<file path="config.mk">
export PLATFORM = sky130hd
export DESIGN_NAME = controle_relogio
export DESIGN_NICKNAME = d
export VERILOG_FILES = /design/src/rtl/relogio_pkg.sv /design/src/rtl/detector_botao.sv /design/src/rtl/controle_relogio.sv
export SDC_FILE = /design/constraint.sdc
export NUM_CORES = 1
export LEC_CHECK = 0
export ABC_AREA = 1
export BUFFER_PORTS_ARGS = -buffer_cell sky130_fd_sc_hd__clkbuf_2
export CORE_MARGIN = 3
export CORE_UTILIZATION = 52
export CTS_BUF_LIST = sky130_fd_sc_hd__clkbuf_16
export DETAILED_ROUTE_END_ITERATION = 6
export HOLD_SLACK_MARGIN = 0.06
export PLACE_DENSITY = 0.71
export RECOVER_POWER = 25
export SLEW_MARGIN = 20
export SYNTH_ARGS = -nofsm -noshare
export SYNTH_HDL_FRONTEND = slang
export SYNTH_SLANG_ARGS = --single-unit
</file>
<file path="constraint.sdc">
create_clock -name clk -period 2.4 [get_ports clk]
set_clock_uncertainty 0.05 [all_clocks]
set_input_delay 0.12 -clock clk [delete_from_list [all_inputs] [get_ports clk]]
set_output_delay 0.12 -clock clk [all_outputs]
set_load 0.01 [all_outputs]
</file>
<file path="src/rtl/relogio_pkg.sv">
// rtl/relogio_pkg.sv - shared mode type and counter sizing for the clock controller
package relogio_pkg;

  typedef enum logic [1:0] {
    RUN      = 2'd0,
    SET_HORA = 2'd1,
    SET_MIN  = 2'd2
  } modo_t;

  function automatic int cnt_w(input int max_val);
    return $clog2(max_val) + 1;
  endfunction

endpackage

</file>
<file path="src/rtl/detector_botao.sv">
// rtl/detector_botao.sv - button capture, press detection and optional auto-repeat
module detector_botao
  import relogio_pkg::*;
#(
  parameter bit REPEAT_EN     = 1'b0,
  parameter int REPEAT_DELAY  = 1,
  parameter int REPEAT_PERIOD = 1
) (
  input  logic clk,
  input  logic rst,
  input  logic btn,
  input  logic clr,
  output logic evento
);

  localparam int RMAX = (REPEAT_DELAY > REPEAT_PERIOD) ? REPEAT_DELAY : REPEAT_PERIOD;
  localparam int RW = cnt_w(RMAX);
  localparam logic [RW-1:0] DELAY_V  = RW'(REPEAT_DELAY);
  localparam logic [RW-1:0] PERIOD_V = RW'(REPEAT_PERIOD);
  localparam logic [RW-1:0] FIRE_V   = RW'(1);

  logic          btn_r;
  logic          btn_d;
  logic [RW-1:0] rep_cnt;
  logic          press;
  logic          rep_fire;

  assign press    = btn_r & ~btn_d;
  // Zero means idle; a repeat fires on the cycle the count reaches one.
  assign rep_fire = REPEAT_EN && btn_r && (rep_cnt == FIRE_V);
  assign evento   = press | rep_fire;

  always_ff @(posedge clk or posedge rst) begin
    if (rst) begin
      btn_r   <= 1'b0;
      btn_d   <= 1'b0;
      rep_cnt <= '0;
    end else begin
      btn_r <= btn;
      btn_d <= btn_r;
      if (!REPEAT_EN || clr || !btn_r) begin
        rep_cnt <= '0;
      end else if (press) begin
        rep_cnt <= DELAY_V;
      end else if (rep_fire) begin
        rep_cnt <= PERIOD_V;
      end else if (rep_cnt != '0) begin
        rep_cnt <= rep_cnt - 1'b1;
      end
    end
  end

endmodule

</file>
<file path="src/rtl/controle_relogio.sv">
// rtl/controle_relogio.sv - mode FSM, one-second prescaler and blink control for the clock
module controle_relogio
  import relogio_pkg::*;
#(
  parameter int TICK_DIV      = 50_000_000,
  parameter int REPEAT_DELAY  = 25_000_000,
  parameter int REPEAT_PERIOD = 10_000_000,
  parameter int BLINK_HALF    = 25_000_000
) (
  input  logic  clk,
  input  logic  rst,
  input  logic  btn_mode,
  input  logic  btn_inc,
  input  logic  seg_wrap,
  input  logic  min_wrap,
  output logic  seg_inc,
  output logic  min_inc,
  output logic  hora_inc,
  output logic  seg_clr,
  output modo_t modo,
  output logic  blank_hora,
  output logic  blank_min
);

  localparam int PW = cnt_w(TICK_DIV - 1);
  localparam int BW = cnt_w(BLINK_HALF - 1);
  localparam logic [PW-1:0] PRESC_MAX = PW'(TICK_DIV - 1);
  localparam logic [BW-1:0] BLINK_MAX = BW'(BLINK_HALF - 1);

  logic          mode_ev;
  logic          inc_ev;
  logic          inc_ok;
  logic          em_set;
  logic          tick;
  modo_t         modo_n;
  logic [PW-1:0] presc;
  logic [PW-1:0] presc_n;
  logic [BW-1:0] blink_cnt;
  logic [BW-1:0] blink_cnt_n;
  logic          blink;
  logic          blink_n;

  detector_botao #(
    .REPEAT_EN(1'b0)
  ) u_det_mode (
    .clk    (clk),
    .rst    (rst),
    .btn    (btn_mode),
    .clr    (1'b0),
    .evento (mode_ev)
  );

  // A mode press also clears the increment repeat so a held button needs a fresh press.
  detector_botao #(
    .REPEAT_EN    (1'b1),
    .REPEAT_DELAY (REPEAT_DELAY),
    .REPEAT_PERIOD(REPEAT_PERIOD)
  ) u_det_inc (
    .clk    (clk),
    .rst    (rst),
    .btn    (btn_inc),
    .clr    (mode_ev),
    .evento (inc_ev)
  );

  assign em_set = (modo == SET_HORA) || (modo == SET_MIN);
  assign inc_ok = inc_ev && !mode_ev && em_set;
  assign tick   = (modo == RUN) && (presc == PRESC_MAX);

  always_comb begin
    modo_n = modo;
    case (modo)
      RUN:      if (mode_ev) modo_n = SET_HORA;
      SET_HORA: if (mode_ev) modo_n = SET_MIN;
      SET_MIN:  if (mode_ev) modo_n = RUN;
      default:  modo_n = RUN;
    endcase
  end

  always_comb begin
    presc_n     = presc + 1'b1;
    blink_cnt_n = blink_cnt + 1'b1;
    blink_n     = blink;
    if (modo != RUN || mode_ev || tick) presc_n = '0;
    if (!em_set || mode_ev || inc_ok) begin
      blink_cnt_n = '0;
      blink_n     = 1'b0;
    end else if (blink_cnt == BLINK_MAX) begin
      blink_cnt_n = '0;
      blink_n     = ~blink;
    end
  end

  always_ff @(posedge clk or posedge rst) begin
    if (rst) begin
      modo       <= RUN;
      presc      <= '0;
      blink_cnt  <= '0;
      blink      <= 1'b0;
      seg_inc    <= 1'b0;
      min_inc    <= 1'b0;
      hora_inc   <= 1'b0;
      seg_clr    <= 1'b0;
      blank_hora <= 1'b0;
      blank_min  <= 1'b0;
    end else begin
      modo       <= modo_n;
      presc      <= presc_n;
      blink_cnt  <= blink_cnt_n;
      blink      <= blink_n;
      seg_inc    <= tick;
      min_inc    <= (tick && seg_wrap) || (inc_ok && modo == SET_MIN);
      hora_inc   <= (tick && seg_wrap && min_wrap) || (inc_ok && modo == SET_HORA);
      seg_clr    <= mode_ev && (modo == SET_MIN);
      blank_hora <= blink_n && (modo_n == SET_HORA);
      blank_min  <= blink_n && (modo_n == SET_MIN);
    end
  end

endmodule
</file>
==> results of run 1 <==
[cell usage after synthesis, drive strengths merged]
cell type  count  area, sq um
a21o           1        7.510
o21bai         2        15.01
nand3         60        317.8
nor3          17        100.1
a31oi          1        6.260
xor2          21        183.9
and3           2        12.51
a21oi          7        35.03
and2           2        12.51
clkbuf         2        7.510
clkinv         1        5.000
buf            7        51.30
o21ai         14        77.58
nor2         186        858.3
dfrtp         92         2302
ha             8        100.1
nand4         22        137.6
inv           89        334.1
or2            3        18.77
nor3b          5        37.54
nand2        180        769.5
nand3b         5        37.54
nor4           1        6.260
xnor2         12        105.1
[cells in the final DEF (no fill, tap or decap), types with 6 or more instances in the layout]
| cell | instances |
|---|---|
| xnor2_1 | 12 |
| dfrtp_1 | 92 |
| clkbuf_16 | 9 |
| nor2_1 | 145 |
| clkbuf_2 | 7 |
| a21oi_1 | 7 |
| nand2_2 | 6 |
| nor2_4 | 6 |
| ha_1 | 8 |
| o21ai_0 | 12 |
| inv_1 | 86 |
| nand3_1 | 58 |
| xor2_1 | 21 |
| nand2_1 | 167 |
| nor2_2 | 33 |
| nor3_1 | 14 |
| nand4_1 | 22 |
| clkbuf_1 | 8 |
[power groups by stage]
stage | clock network [mW] | logic [mW] | registers [mW]
after detailed placement | 0 | 1.11 | 1.77
after global routing | 1.51 | 1.26 | 1.76
after CTS | 1.45 | 1.12 | 1.75
after global placement | 0 | 1.07 | 1.77
final | 1.41 | 1.11 | 1.75
after floorplan | 0 | 0.901 | 1.76
[worst paths after layout]
check,start,end,slack (ps),depth (start not counted)
worst max-delay path,blink_cnt[1]$_DFF_PP0_,blank_min$_DFF_PP0_,330,9
worst min-delay path,u_det_mode.btn_r$_DFF_PP0_,u_det_mode.btn_d$_DFF_PP0_,330,0
worst max register to register,blink_cnt[1]$_DFF_PP0_,blank_min$_DFF_PP0_,330,9
worst min register to register,u_det_mode.btn_r$_DFF_PP0_,u_det_mode.btn_d$_DFF_PP0_,330,0
max in group asynchronous,rst,presc[2]$_DFF_PP0_,390,4
min in group asynchronous,rst,presc[21]$_DFF_PP0_,520,3
[sequential cells by signal, indices dropped and copies added (netlist names)]
register	count
seg_inc	1
presc	27
seg_clr	1
u_det_mode.btn_r	1
blank_hora	1
hora_inc	1
u_det_inc.rep_cnt	26
modo	2
u_det_mode.btn_d	1
blink_cnt	26
min_inc	1
u_det_inc.btn_r	1
blank_min	1
u_det_inc.btn_d	1
blink	1
[final cells by class]
type	count	area [sq um]
clock inverter	7	67.56
multi-input combinational	549	2839
clock buffer	9	225.2
fill	941	4242
sequential	92	2302
inverter	90	340.3
tap	136	170.2
timing repair buffer	23	137.6
[cells by family after synthesis]
family | Yosys count
XOR/XNOR | 33
buffers and inverters | 99
AND/OR/NAND/NOR | 483
adder cells (fa/ha/maj) | 8
flip-flops | 92
AO/OA/AOI/OAI | 25
[routing by layer]
| metal | part of all wire, % | track usage [%] | vias up |
|---|---|---|---|
| met5 | 0 | 0 | - |
| met4 | 0.56 | 5.432 | 0 |
| met3 | 5.3 | 5.921 | 6 |
| met2 | 47 | 37.76 | 122 |
| met1 | 47 | 30.95 | 2185 |
| li1 | - | - | 2373 |
[critical path: cells and delay by family (launching register included)]
kind | cells | cell delay [ps]
flops | 1 | 370
fa+ha+maj | 1 | 220
simple gates | 8 | 1340
==> metrics.csv, run 1 <==
stage,metric,value,unit
power_and_ir_drop,internal power,2.795,mW
power_and_ir_drop,VDD IR max,0.0006297,V
die,Die Ht,109.2,um
grt,Total Routing Usage GR,23.11,%
synth,"flops & latches, synth",92,
clock_network,CTS buffer count,9,
routing,# DRC,0,
sta,Final Slew Violations,0,
setup_path,crit-path cells,ha_1 > nand2_1 > nor2_2 > nand2_1 > nor2_1 > nand2_1 > nand2_1 > nand2_1 > nor3_2,
power_and_ir_drop,clock network power share,33.0,%
clock_network,"Clk Latency, worst-skew pair",340,ps
die,die width,109.2,um
sta,maximum clock frequency,483.6,MHz
routing,average vias per placed instance,5.172,
setup_path,crit-path max FO,17,
clock_network,post-cts hold buffer count,5,
setup_path,CP max-delay cell,nand2_1,
sta,Fin Setup TNS,0,ps
routing,Routed Antenna Nets,0,
sta,relative slew slack,14.34,%
synth,Netlist Area Pre-Place,5539,sq um
placement,Area after DPL,5769,sq um
die,Die Footprint,11930,sq um
synth,Synth Net Count,754,
cells_and_area,Nets,779,
routing,Post-Route WL,12400,um
setup_path,crit end category,register,
clock_network,clk sink count,92,
die,CORE AREA,10320,sq um
clock_network,Post-CTS Repair Setup Buffers,0,
power_and_ir_drop,"Power, Total",4.263,mW
setup_path,Setup crit start kind,register,
cells_and_area,layout overhead on the synthesized area,9.803,%
synth,sequential fraction of the synthesis area,41.56,%
placement,Placed Cells,885,
cells_and_area,final core occ,58.91,%
clock_network,CTS tree,built,
grt,largest net degree at the start of global routing,35,
synth,post-synthesis mux area share,0,%
setup_path,Crit path arrival time,2280,ps
power_and_ir_drop,Logic pwr share,26.0,%
sta,Final setup viols,0,
cells_and_area,Final Cell Area,6082,sq um
cells_and_area,Non-Filler Instances,906,
sta,worst setup margin,332.1,ps
placement,Routability Congestion,0.9557,
power_and_ir_drop,Sw Pwr,1.467,mW
setup_path,CP Class,reg2reg,
setup_path,CP most frequent cell,nand2_1,
routing,First-pass DRT Iterations,6,
run,maxcap violations,0,
clock_network,Max Buffers Root-to-Sink,2,
setup_path,WP data required,2620,ps
routing,DRT iter0 DRCs,280,
placement,Post-DP HPWL,9187,um
cells_and_area,Inserted Diodes,0,
sta,Hold Fails Final Rpt,0,
clock_network,"Reg clk slew, reported paths",60,ps
sta,Final Hold Slack,333.2,ps
synth,adder-cell share of the synthesized area,1.807,%
clock_network,H-tree levels,3,
routing,via count,4686,
placement,Placement Setup Slack,363.0,ps
synth,largest family of logic cells by synthesized area,simple AND/OR/NAND/NOR gates,
power_and_ir_drop,leak pwr,2.826,nW
grt,GRT overflow,0,
synth,Netlist cell types,37,
status,outcome,"complete, no violations",
grt,first-pass GRT wire length,21700,um
sta,Worst-Margin Slew,1278,ps
power_and_ir_drop,Power Density,700.9,nW/um^2
sta,fin crit share,86.16,%
synth,Synth Instances,740,
synth,Syn. warnings,0,
sta,RSZ-0062 raised after global routing,false,
die,Site Rows,37,
die,initial core utilization,53.65,%
grt,antenna violations before repair,0,
synth,syn avg cell area,7.485,sq um
synth,simple-gate share of the synthesized area,41.68,%
setup_path,CP peak stage delay,400,ps
power_and_ir_drop,sw frac,34.42,%
synth,compound-cell area share of the yosys netlist,2.553,%
clock_network,CTS Root Cell,clkbuf_16,
synth,Post-Synth XOR/XNOR Area,5.218,%
min_path,Worst Hold Class,reg2reg,
power_and_ir_drop,Sequential Power Share,41.0,%
clock_network,CTS resizes,0,
grt,number of global-route vias before repair,4692,
placement,PortBufs,13,
sta,minimum clock period,2068,ps
routing,WL per Instance,13.68,um
die,io pins,14,
cells_and_area,layout cells sized above 1,12.21,%
No activity file was read; power rests on OpenSTA's default activity.
==> inputs of run 2 (changes only) <==
- CORE_UTILIZATION: 52 -> 50
- PLACE_DENSITY: 0.71 -> 0.69
==> run 2 against run 1 <==
Against the previous run: via count down 1.0%; die area grew 3.8%; non-clock buffer count is the same; register-to-register slack got worse by 120 ps; clock-buffer cell count unchanged; clock power fell by 12%; first-iteration DRC count is 8.9% lower; critical path type unchanged; global-route usage fell by 3.0 points; critical endpoint is now hora_inc$_DFF_PP0_; sequential power about the same; design area is 0.37% lower; hold slack lost 2.6 ps.
==> metrics.csv, run 2 (synthesized netlist as in run 1, its figures left out) <==
stage,metric,value,unit
status,outcome,"complete, no violations",
die,io pins,14,
setup_path,worst r2r src,modo[0]$_DFF_PP0_,
placement,Routability Congestion,0.9760,
setup_path,worst reg2reg setup slack,210,ps
power_and_ir_drop,internal power,2.668,mW
routing,Routed Antenna Nets,0,
min_path,hold path startpoint,u_det_mode.btn_r$_DFF_PP0_,
clock_network,H-tree levels,3,
power_and_ir_drop,clock network power share,30.3,%
sta,Final Slew Violations,0,
sta,RSZ-0062 raised after global routing,false,
die,die width,111.3,um
grt,first-pass GRT wire length,20620,um
die,initial core utilization,52.48,%
setup_path,CP Class,reg2reg,
routing,WL per Instance,13.05,um
min_path,Min-Delay Path Depth,0,
power_and_ir_drop,sw frac,34.61,%
placement,PortBufs,13,
power_and_ir_drop,VDD IR max,0.0005040,V
sta,Worst-Margin Slew,1450,ps
cells_and_area,Largest regs,"presc x27, blink_cnt x26, u_det_inc.rep_cnt x26",
sta,minimum clock period,2189,ps
routing,Post-Route WL,11810,um
sta,relative slew slack,3.341,%
setup_path,RR Endpoint,hora_inc$_DFF_PP0_,
sta,Fin Setup TNS,0,ps
clock_network,CTS buffer count,9,
placement,Post-DP HPWL,8770,um
sta,Hold Fails Final Rpt,0,
sta,Final setup viols,0,
sta,fin crit share,91.20,%
cells_and_area,layout cells sized above 1,12.35,%
cells_and_area,max reg flops,27,
cells_and_area,"commonest non-fill, non-tap cell in the layout",nand2_1,
routing,via count,4637,
setup_path,WP data required,2630,ps
clock_network,Max Buffers Root-to-Sink,2,
cells_and_area,layout overhead on the synthesized area,9.397,%
routing,DRT iter0 DRCs,255,
setup_path,crit end category,register,
power_and_ir_drop,Logic pwr share,26.9,%
clock_network,"Clk Latency, worst-skew pair",340,ps
power_and_ir_drop,Sequential Power Share,42.8,%
setup_path,Setup crit start kind,register,
cells_and_area,register with the most flip-flops,presc,
clock_network,"Reg clk slew, reported paths",60,ps
cells_and_area,Final Cell Area,6060,sq um
power_and_ir_drop,leak pwr,2.833,nW
grt,Total Routing Usage GR,20.10,%
die,Die Ht,111.3,um
routing,# DRC,0,
power_and_ir_drop,Sw Pwr,1.412,mW
clock_network,clk sink count,92,
cells_and_area,Nets,779,
clock_network,CTS resizes,0,
grt,GRT overflow,0,
run,maxcap violations,0,
placement,Placement Setup Slack,375.3,ps
die,CORE AREA,10560,sq um
routing,average vias per placed instance,5.124,
die,Site Rows,37,
placement,Area after DPL,5774,sq um
setup_path,Worst R2R Path Depth,9,
grt,number of global-route vias before repair,4476,
die,Die Footprint,12380,sq um
cells_and_area,Inserted Diodes,0,
sta,worst setup margin,211.2,ps
setup_path,crit-path max FO,4,
clock_network,CTS tree,built,
grt,largest net degree at the start of global routing,60,
cells_and_area,most frequent cells in the layout,"nand2_1 (167), nor2_1 (145), dfrtp_1 (92)",
sta,maximum clock frequency,456.9,MHz
grt,antenna violations before repair,0,
min_path,Hold EP,u_det_mode.btn_d$_DFF_PP0_,
setup_path,Crit path arrival time,2420,ps
clock_network,CTS Root Cell,clkbuf_16,
power_and_ir_drop,Power Density,673.4,nW/um^2
routing,First-pass DRT Iterations,5,
min_path,Worst Hold Class,reg2reg,
run 2: cell types whose count changed in the layout (fill, tap and decap cells not counted):
cell            change
inv_1               -1
clkbuf_1            -7
clkinv_1            +4
dlymetal6s4s_1      +1
dlygate4sd3_1       +1
inv_6               -2
bufinv_16           -1
clkinvlp_2          -1
clkbuf_2            +6
buf_4               -1
run 2: worst max path at each step:
stage	from	to	slack (ps)
5_1_grt	modo[0]$_DFF_PP0_	hora_inc$_DFF_PP0_	10
6_report	modo[0]$_DFF_PP0_	hora_inc$_DFF_PP0_	210
2_1_floorplan	u_det_inc.rep_cnt[0]$_DFFE_PP0P_	u_det_inc.rep_cnt[6]$_DFFE_PP0P_	740
4_1_cts	modo[0]$_DFF_PP0_	hora_inc$_DFF_PP0_	200
3_5_place_dp	blink_cnt[1]$_DFF_PP0_	blank_hora$_DFF_PP0_	380
3_3_place_gp	blink_cnt[0]$_DFF_PP0_	blank_min$_DFF_PP0_	380
run 2: through the flow:
stage	utilization, %	power (mW)	hold slack (ps)	cells
floorplan	-	2.659	101.4	740
global placement	54.71	2.834	147.6	884
detailed placement	54.71	2.869	151.5	884
CTS	57.63	4.125	334.5	905
global route	57.41	4.354	344.7	905
finish	57.41	4.080	330.6	905
run 2: area by class of cell:
cell class	count	area [sq um]
Fill cell	965	4496
Multi-Input combinational cell	549	2839
Sequential cell	92	2302
Inverter	90	342.8
Clock buffer	9	225.2
Tap cell	136	170.2
Timing Repair Buffer	23	156.4
Clock inverter	6	23.77
run 2: power by group through the flow:
stage	logic [mW]	clock network (mW)	registers, mW
6_report	1.10	1.24	1.75
5_1_grt	1.25	1.35	1.76
4_1_cts	1.11	1.27	1.75
3_5_place_dp	1.10	0	1.77
3_3_place_gp	1.06	0	1.77
2_1_floorplan	0.901	0	1.76
run 2: per-layer routing:
metal | vias up | share of wire [%] | track usage, % | routed length (um)
li1 | 2362 | - | - | -
met1 | 2149 | 49 | 27.80 | 5750
met2 | 102 | 45 | 31.56 | 5333
met3 | 24 | 4.1 | 3.657 | 484
met4 | 0 | 2.1 | 7.461 | 246
met5 | - | 0 | 0 | 0
run 2: critical path, cell delays in order, from the launching register on:
cell and delay, ps:
dfrtp_1 430, inv_1 130, ha_1 170, inv_1 80
nor4_1 320, nand3_2 170, inv_1 110, nand3_1 60
dlygate4sd3_1 550, nand2_1 50
run 2: timing repair:
item                                   in CTS  in global routing
hold buffers                                6                  0
buffers inserted                            0                  0
endpoints found under the hold margin      96                  0
==> inputs of run 3 (changes only) <==
==> constraint.sdc (replaced) <==
create_clock -name clk -period 2.4 [get_ports clk]
set_clock_uncertainty 0.05 [all_clocks]
set_input_delay 0.36 -clock clk [delete_from_list [all_inputs] [get_ports clk]]
set_output_delay 0.36 -clock clk [all_outputs]
set_load 0.01 [all_outputs]
==> run 3 against run 2 <==
Against the previous run: total power increased by 4.3%; final cell count decreased by 0.55%; sequential power about the same.
==> metrics.csv, run 3 (synthesized netlist as in run 1, its figures left out) <==
stage,metric,value,unit
grt,GRT overflow,0,
sta,minimum clock period,2032,ps
clock_network,Post-CTS Repair Setup Buffers,0,
clock_network,"Reg clk slew, reported paths",70,ps
cells_and_area,register with the most flip-flops,presc,
grt,Total Routing Usage GR,20.68,%
setup_path,crit-path max FO,17,
clock_network,CTS resizes,0,
routing,# DRC,0,
power_and_ir_drop,sw frac,34.45,%
clock_network,CTS buffer count,9,
setup_path,Setup crit start kind,register,
sta,Worst-Margin Slew,1222,ps
placement,Placed Cells,884,
die,initial core utilization,52.48,%
cells_and_area,layout overhead on the synthesized area,8.945,%
cells_and_area,max reg flops,27,
power_and_ir_drop,clock network power share,33.2,%
power_and_ir_drop,leak pwr,2.821,nW
sta,Final setup viols,0,
cells_and_area,"commonest non-fill, non-tap cell in the layout",nand2_1,
sta,maximum clock frequency,492.0,MHz
power_and_ir_drop,Sw Pwr,1.466,mW
cells_and_area,layout cells sized above 1,13.35,%
sta,fin crit share,84.68,%
setup_path,Crit path arrival time,2250,ps
routing,via count,4686,
cells_and_area,Largest regs,"presc x27, blink_cnt x26, u_det_inc.rep_cnt x26",
placement,PortBufs,13,
grt,first-pass GRT wire length,21230,um
clock_network,CTS Root Cell,clkbuf_16,
cells_and_area,Nets,773,
min_path,Worst Hold Class,in2reg,
grt,largest net degree at the start of global routing,34,
setup_path,WP data required,2620,ps
sta,RSZ-0062 raised after global routing,false,
clock_network,H-tree levels,3,
clock_network,CTS tree,built,
cells_and_area,fillcell total,1018,
power_and_ir_drop,Sequential Power Share,41.1,%
power_and_ir_drop,Power Density,705.1,nW/um^2
sta,Final Hold Slack,67.98,ps
clock_network,Max Buffers Root-to-Sink,2,
routing,Routed Antenna Nets,0,
die,Site Rows,37,
clock_network,clk sink count,92,
grt,antenna violations before repair,0,
cells_and_area,Inserted Diodes,0,
status,outcome,"complete, no violations",
routing,First-pass DRT Iterations,4,
cells_and_area,Reg area,2302,sq um
die,CORE AREA,10560,sq um
placement,Post-DP HPWL,8848,um
routing,average vias per placed instance,5.207,
die,Die Ht,111.3,um
clock_network,post-cts hold buffer count,0,
routing,DRT iter0 DRCs,269,
routing,WL per Instance,13.32,um
cells_and_area,most frequent cells in the layout,"nand2_1 (167), nor2_1 (145), dfrtp_1 (92)",
cells_and_area,Non-Filler Instances,900,
die,io pins,14,
sta,Hold Fails Final Rpt,0,
die,die width,111.3,um
sta,Fin Setup TNS,0,ps
run,maxcap violations,0,
power_and_ir_drop,Logic pwr share,25.7,%
grt,number of global-route vias before repair,4521,
cells_and_area,Final Cell Area,6035,sq um
setup_path,CP Class,reg2reg,
sta,Final Slew Violations,0,
placement,Area after DPL,5774,sq um
clock_network,"Clk Latency, worst-skew pair",350,ps
cells_and_area,area of the multi-input gates,2839,sq um
setup_path,crit end category,register,
die,Die Footprint,12380,sq um
power_and_ir_drop,"Power, Total",4.255,mW
placement,Routability Congestion,0.9899,
routing,Post-Route WL,11980,um
power_and_ir_drop,VDD IR max,0.0005057,V
power_and_ir_drop,internal power,2.789,mW
sta,relative slew slack,18.07,%
==> run 3: area by class of cell <==
cell class              instances  share of cell area [%]
well taps                     136                   2.820
inverters                      90                   5.640
clock buffers                   9                   3.732
repair buffers                 17                   1.493
multi-input cells             549                   47.05
clock inverters                 7                   1.120
flip-flops and latches         92                   38.15
==> run 3: final timing paths <==
| kind | start | endpoint | slack, ps | depth (start not counted) |
|---|---|---|---|---|
| setup / recovery | blink_cnt[0]$_DFF_PP0_ | blank_hora$_DFF_PP0_ | 370 | 9 |
| hold / removal | btn_inc | u_det_inc.btn_r$_DFF_PP0_ | 70 | 1 |
| setup reg to reg | blink_cnt[0]$_DFF_PP0_ | blank_hora$_DFF_PP0_ | 370 | 9 |
| hold reg to reg | u_det_mode.btn_r$_DFF_PP0_ | u_det_mode.btn_d$_DFF_PP0_ | 330 | 0 |
| max in group asynchronous | rst | presc[1]$_DFF_PP0_ | 780 | 3 |
| min in group asynchronous | rst | presc[21]$_DFF_PP0_ | 190 | 2 |
==> run 3: power by group through the flow <==
stage | combinational (mW) | sequential (mW) | clock [mW]
4_1_cts | 1.11 | 1.75 | 1.44
6_report | 1.10 | 1.75 | 1.41
3_3_place_gp | 1.06 | 1.77 | 0
2_1_floorplan | 0.901 | 1.76 | 0
3_5_place_dp | 1.09 | 1.77 | 0
5_1_grt | 1.25 | 1.76 | 1.50
==> run 3: metal layers <==
metal	track usage (%)	up-vias	share of wire, %
met5	0	-	0
met2	33.70	93	46
met3	2.893	19	3.2
li1	-	2357	-
met4	6.975	0	1.9
met1	28.44	2217	49
==> run 3: worst max-delay path: stages, from the launching register on <==
cell,delay (ps)
dfrtp_1,370
ha_1,230
nand2_1,130
nor2_2,160
nand2_1,80
nor2_1,150
nand2_1,370
nand2_1,160
nand2_1,120
nor3_2,130
==> run 3: per-stage QoR <==
stage / util (%) / worst slack [ps]
global placement: 54.71 / 381.1
floorplan: - / 736.8
detailed placement: 54.71 / 365.1
finish: 57.17 / 367.6
CTS: 57.48 / 337.5
global route: 57.17 / 148.8
